**src/rtl/cam_fifo_writer.sv**
```systemverilog
// Write-side controller for the AL422B frame FIFO: crops one full MT9V034 frame
// per capture request to an IMG_W x IMG_H window and writes it from FIFO address 0.
module cam_fifo_writer #(
  parameter int IMG_W       = 384,
  parameter int IMG_H       = 288,
  parameter int X_START     = 184,
  parameter int Y_START     = 96,
  parameter int WRST_CYCLES = 4
) (
  input  logic        clk,
  input  logic        reset_n,
  input  logic        capture,
  input  logic        frame_valid,
  input  logic        line_valid,
  input  logic [7:0]  pix_data,
  output logic        fifo_wen_n,
  output logic        fifo_wrst_n,
  output logic [7:0]  fifo_din,
  output logic        busy,
  output logic        frame_done,
  output logic [16:0] pix_count,
  output logic        short_frame
);

  localparam logic [16:0] PIX_MAX = 17'(IMG_W * IMG_H);
  localparam logic [9:0]  ROW_LO  = 10'(Y_START);
  localparam logic [9:0]  ROW_HI  = 10'(Y_START + IMG_H);
  localparam logic [10:0] COL_LO  = 11'(X_START);
  localparam logic [10:0] COL_HI  = 11'(X_START + IMG_W);
  localparam logic [9:0]  ROW_SAT = 10'd1023;
  localparam logic [10:0] COL_SAT = 11'd2047;
  localparam int          WC_W    = (WRST_CYCLES > 1) ? $clog2(WRST_CYCLES) : 1;
  localparam logic [WC_W-1:0] WC_LAST = WC_W'(WRST_CYCLES - 1);

  typedef enum logic [2:0] {
    IDLE,
    WRST,
    SYNC,
    WAIT_FV,
    CAPTURE,
    DONE
  } state_t;

  state_t state, next_state;

  logic            fv_q, fv_qq, lv_q;
  logic [9:0]      row;
  logic [10:0]     col;
  logic [WC_W-1:0] wrst_cnt;

  logic lv_now, fv_rise, fv_fall, in_win, accept, wr;

  // Frame edges use two registered samples so frame_done lands two cycles after the pin.
  assign lv_now  = line_valid & frame_valid;
  assign fv_rise = fv_q & ~fv_qq;
  assign fv_fall = ~fv_q & fv_qq;

  always_comb begin
    // NOTE: every output of this block gets a default first, so no path infers a latch.
    next_state = state;
    accept     = 1'b0;
    case (state)
      IDLE: begin
        if (capture) begin
          next_state = WRST;
          accept     = 1'b1;
        end
      end
      WRST:    if (wrst_cnt == WC_LAST) next_state = SYNC;
      SYNC:    if (!frame_valid)        next_state = WAIT_FV;
      WAIT_FV: if (fv_rise)             next_state = CAPTURE;
      CAPTURE: if (fv_fall)             next_state = DONE;
      DONE:                             next_state = IDLE;
      default:                          next_state = IDLE;
    endcase
  end

  always_comb begin
    in_win = (row >= ROW_LO) && (row < ROW_HI) && (col >= COL_LO) && (col < COL_HI);
    wr     = (state == CAPTURE) && lv_now && in_win && (pix_count < PIX_MAX) && !fv_fall;
  end

  always_ff @(posedge clk or negedge reset_n) begin
    if (!reset_n) state <= IDLE;
    else          state <= next_state;
  end

  // Outputs are registered from next_state so the FIFO pins never glitch.
  always_ff @(posedge clk or negedge reset_n) begin
    if (!reset_n) begin
      fv_q        <= 1'b0;
      fv_qq       <= 1'b0;
      lv_q        <= 1'b0;
      row         <= '0;
      col         <= '0;
      wrst_cnt    <= '0;
      fifo_wen_n  <= 1'b1;
      fifo_wrst_n <= 1'b1;
      fifo_din    <= '0;
      busy        <= 1'b0;
      frame_done  <= 1'b0;
      pix_count   <= '0;
      short_frame <= 1'b0;
    end else begin
      // NOTE: non-blocking assignments keep every flop reading pre-edge values.
      fv_q  <= frame_valid;
      fv_qq <= fv_q;
      lv_q  <= lv_now;

      wrst_cnt    <= (state == WRST) ? wrst_cnt + 1'b1 : '0;
      fifo_wrst_n <= (next_state != WRST);
      busy        <= (next_state != IDLE);
      frame_done  <= (next_state == DONE);
      fifo_wen_n  <= ~wr;

      if (wr) begin
        fifo_din  <= pix_data;
        pix_count <= pix_count + 17'd1;
      end

      if (accept) begin
        pix_count   <= '0;
        short_frame <= 1'b0;
      end

      if (state == CAPTURE && next_state == DONE) short_frame <= (pix_count < PIX_MAX);

      if (state != CAPTURE) begin
        row <= '0;
        col <= '0;
      end else if (lv_now) begin
        if (col != COL_SAT) col <= col + 11'd1;
      end else if (lv_q) begin
        col <= '0;
        if (row != ROW_SAT) row <= row + 10'd1;
      end
    end
  end

endmodule

```
**config.mk**
```make
export PLATFORM = sky130hd
export DESIGN_NAME = cam_fifo_writer
export DESIGN_NICKNAME = d
export VERILOG_FILES = /design/src/rtl/cam_fifo_writer.sv
export SDC_FILE = /design/constraint.sdc
export NUM_CORES = 1
export LEC_CHECK = 0
export CORE_MARGIN = 4
export CORE_UTILIZATION = 54
export CTS_CLUSTER_SIZE = 28
export DETAILED_ROUTE_END_ITERATION = 12
export PLACE_DENSITY_LB_ADDON = 0.12
export SYNTH_ARGS = -nofsm -noshare
export SYNTH_HDL_FRONTEND = slang
export SYNTH_SLANG_ARGS = --single-unit
export TNS_END_PERCENT = 5
```
**constraint.sdc**
```tcl
create_clock -name clk -period 3.4 [get_ports clk]
set_clock_uncertainty 0.2 [all_clocks]
set_input_delay 0.34 -clock clk [delete_from_list [all_inputs] [get_ports clk]]
set_output_delay 0.34 -clock clk [all_outputs]
set_load 0.03 [all_outputs]
```
Word level (Yosys, flattened, before mapping)
Cells that the tools add are included.

Register bits: 59. Latch bits: 0. Memory bits (writable): 0. ROM bits: 0. Bits of input ports: 13. Output and inout port bits: 30. Word-level logic and storage cells: 80. Memories kept: 0.

Add/sub/neg operators: 4. Multipliers: 0. Divide/modulo/power cells: 0. Order comparisons: 5. Equal/unequal tests: 12. Shift operators: 0. Multiplexer cells: 21. Bitwise operators: 6. Reduce and logical (&&, ||, !) cells: 18.

Operator list (count): $mux 11 (4); $mux 10 (4); $mux 17 (2); $add 17x1->17 const B (1); $lt 17x17->1 const B (1); $mux 3 (5); $pmux 3 s5 (1); $add 11x1->11 const B (1); $ge 11x8->1 const B (1); $lt 11x10->1 const B (1); $ne 11x11->1 const B (1); $add 10x1->10 const B (1); $ge 10x7->1 const B (1); $lt 10x9->1 const B (1); $ne 10x10->1 const B (1); $logic_and 1x1->1 (8); $reduce_bool 2->1 (4); $eq 3x2->1 const B (2); $eq 3x3->1 const B (2); $ne 3x1->1 const B (2); $reduce_bool 3->1 (2); $mux 1 (4); $and 1x1->1 (3); $eq 3x1->1 const B (1); other kinds (10) (12).

Longest topological paths before layout
Word-level depth: 9. Mapped depth: 9. Gate-level depth less buffers: 6.

Worst setup path after synthesis
OpenSTA, ideal clock, no wires.

Path type: reg2reg. Start point: register row[8]. End point: register pix_count[8]. Setup time: 0.078 ns. Arrival time: 2.246 ns. Required time: 3.122 ns. Setup slack: 0.876 ns. Stages on the path, launching flop included: 7. Buffers on the path: 0. Clock period less this slack: 2.524 ns. Cell sequence: dfrtp_1 a211o_1 or3_4 a2111oi_4 inv_2 or4_1 a21oi_1.

Word-level cells in the longest chain between the ends: 8. Elaborated cells on any way between the ends: 9. Classes of those cells: order compare (2); reduce/logical (7).

RTL lines: from (decl) (line 47) `logic [9:0] row;`; from (signal assigned) (line 135) `if (row != ROW_SAT) row <= row + 10'd1;`; $ge 10x7->1 or $lt 10x9->1 (tied branches) (line 79) `in_win = (row >= ROW_LO) && (row < ROW_HI) && (col >= COL_LO) && (col < COL_HI);`; $logic_and 1x1->1 * (3 in a row) (line 79); $logic_and 1x1->1 * (3 in a row) (line 80) `wr = (state == CAPTURE) && lv_now && in_win && (pix_count < PIX_MAX) && !fv_fall;`; $reduce_bool 2->1 (no source line) *; to (signal assigned) (line 118) `pix_count <= pix_count + 17'd1;`; to (decl) (line 21) `output logic [16:0] pix_count,`.

Mark *: on every way between the ends. The rest lies on a longest branch, timed or not. A chain may end at the register's enable or synchronous reset.

Worst setup path after layout
Ends and elaborated chain as after synthesis.

==> flow_summary_export.csv <==
group,metric,value,unit
placed_design,portBuffers,42,
clocking,cts-root-buf,"clkbuf_8",
cells_and_area,register_area,1480,um2
yosys,yosysSeqAreaShare,50.7,%
placed_design,dpl.cell_count,396,
critical_path,rr_worst_depth,6,
floorplanning,die_width,81.5,um
cells_and_area,multi_input_area,1370,um2
timing,worst_pin_slew,0.708,ns
critical_path,cp_slowest_stage_delay,0.56,ns
timing,hold_viol,0,
grt,antenna_found_initial,0,
power,intPower,1.12,mW
critical_path,crit_buf_inv,1,
routing,routed-via-count,2422,
yosys,netlist_top_cells_count,"dfrtp_1, nor2_1, a21oi_1, nand2_1, o21ai_0",
critical_path,critPathMaxFanout,36,
timing,worst_hold_slack,0.227,ns
clocking,cts_buffer_depth,2,
yosys,yosys.area.top_type_share,48.9,%
yosys,synth-main-ff-cell,"dfrtp_1",
placed_design,dp_slack,0.469,ns
power,clockPowerShare,35.4,%
yosys,syn_avg_cell_area,10.0,um2
critical_path,path_delay_family,"simple AND/OR/NAND/NOR gates",
clocking,insertion_delay,0.34,ns
routing,drc_errors,0,
status,outcome,"completed",
timing,relSlewSlack,52.8,%
power,p_total,1.56,mW
cells_and_area,syn2layout_area_growth,22.7,%
power,switching_share,28.6,%
floorplanning,core_area,5170,um2
clocking,htree_levels,3,
yosys,yosys.area.top_type,"dfrtp_1",
grt,grt_pass1_wl,10700,um
job,maxCapViolations,0,
grt,track_usage,21.5,%
power,p_comb_share,14.0,%
critical_path,criticalPathCategory,"reg -> reg",
clocking,cts_setup_buffers,0,
power,peakVddDrop,293,uV
yosys,yosys_warnings,0,
cells_and_area,drive_gt1_share,10.5,%
floorplanning,dieHeight,81.5,um
power,p_sw,0.447,mW
critical_path,path_cells,"a211o_1 -> or3_4 -> a2111oi_4 -> inv_2 -> or4_1 -> a21oi_1",
grt,grt_max_degree,37,
critical_path,crit_path_top_delay_cell,"or4_1",
routing,viasPerCell,5.86,
clocking,cts.sinks,59,
yosys,ys_ff_latch,59,
critical_path,crit_required,3.45,ns
power,power_density,437,nW/um2
floorplanning,row_count,26,
clocking,cts_buffers,9,
routing,wl_per_cell,15.4,um
power,leakage,1.47,nW
grt,grt_pass1_vias,2333,
power,seq_power_share,50.6,%
yosys,synth_edf_count,0,
yosys,netlist_instances,291,
cells_and_area,fill_cells,421,
critical_path,cp.depth,6,
critical_path,critPathArrivalTime,2.81,ns
timing,rsz0062_at_grt,"no",
yosys,async_flop_share,100,%
clocking,hold_buffers,1,
clocking,cts_resized,0,
timing,setup_violations,0,
timing,period_share,81.1,%
timing,setup_ws,0.644,ns
critical_path,cp-start-kind,"flop",
routing,dr.pass1.iters,6,
placed_design,gp_congestion,0.806,
floorplanning,ios,43,
critical_path,end_kind,"flop",
routing,drt_wl_total,6370,um
routing,first_iter_violations,145,
timing,max_freq,363,MHz
clocking,cts_tree,"yes",
routing,ant_nets,0,
cells_and_area,fin_cells,413,
floorplanning,start_util,56.4,%
clocking,cts.clk_slew.worst_paths,0.07,ns
min_path,hold_path_class,"reg -> reg",
yosys,syn-num-nets,310,
yosys,ys_types,51,
yosys,netlist_area,2920,um2
timing,fin_crit,2.76,ns
cells_and_area,diodes,0,
grt,gr-total-overflow,0,
placed_design,hpwl,4370,um
timing,fin_tns_setup,0,ns
floorplanning,dieArea,6640,um2
yosys,synth_area_leaders,"dfrtp_1, nor2_1, a21oi_1",
cells_and_area,nets,357,
yosys,yosysMostFrequentCell,"dfrtp_1",
timing,finalMaxSlewViolations,0,
min_path,whs_path_depth,0,
==> power by group through the flow <==
stage                     logic, mW  clock network (mW)  registers, mW
final                         0.219               0.554          0.792
after global routing          0.247               0.596          0.799
after CTS                     0.220               0.561          0.791
after detailed placement      0.220                   0          0.804
after global placement        0.214                   0          0.805
after floorplan               0.129                   0          0.803
==> cell usage in the layout, fill, tap and decap left out, types with 3 or more instances in the layout <==
cell and n:
xor2_1 3, or4_1 3, o41ai_1 3, a21o_1 3
o21ai_0 15, dfrtp_1 57, ha_1 6, clkdlybuf4s50_1 41
and3_1 8, clkbuf_8 10, nand4_1 7, nor2_1 30
nand3_1 14, a31oi_1 3, nand3b_1 3, a211oi_1 5
a21oi_1 21, xnor2_1 10, clkinv_2 3, nor3_1 6
clkbuf_1 3, inv_1 7, nand2_1 21, nand2b_1 5
o31ai_1 4, mux2_2 8, and4_1 3, or3_1 9
buf_4 4
==> stage by stage <==
step | instance area (um2) | util, %
final | 3580 | 69.2
after global routing | 3580 | 69.2
after CTS | 3580 | 69.2
after detailed placement | 3410 | 65.9
after global placement | 3410 | 65.9
after floorplan | 2920 | -
==> kinds of logic (layout without fill, tap and decap cells) <==
family | Yosys count | count (layout) | synth area share, %
xor gates and xnor gates | 13 | 13 | 3.90
muxes | 9 | 9 | 3.43
DFF | 59 | 59 | 50.7
and+or+nand+nor | 120 | 120 | 22.0
buffers and inverters | 19 | 71 | 2.74
adders and majority gates | 6 | 6 | 2.57
AOI/OAI and AO/OA | 65 | 65 | 14.7
==> layout make-up <==
cell class,instances,area share [%]
clock buffers,13,4.16
multi-input cells,213,38.1
well taps,70,2.45
repair buffers,47,12.7
flip-flops and latches,59,41.3
clock inverters,3,0.419
inverters,8,0.839
==> layer usage <==
layer	share of wire, %	wire [um]	GRT usage, %	up-vias
met2	47	3010	33.4	61
li1	-	-	-	1155
met3	5.9	375	6.03	9
met4	1.6	101	9.80	0
met5	0	0	0	-
met1	45	2890	27.9	1197
==> registers in the layout (all words and copies together) (netlist names), 2 cells and up <==
name and flops:
fifo_din 8, wrst_cnt 2, pix_count 17, row 10
col 11, state 3
==> worst paths after layout <==
kind | start | to | slack (ns)
setup / recovery | row[8] | pix_count[8] | 0.64
hold / removal | fv_q | fv_qq | 0.23
setup reg to reg | row[8] | pix_count[8] | 0.64
hold reg to reg | fv_q | fv_qq | 0.23
max in group asynchronous | reset_n | fifo_wen_n | 1.74
min in group asynchronous | reset_n | row[3] | 0.37
(Power assumes the default switching activity.)
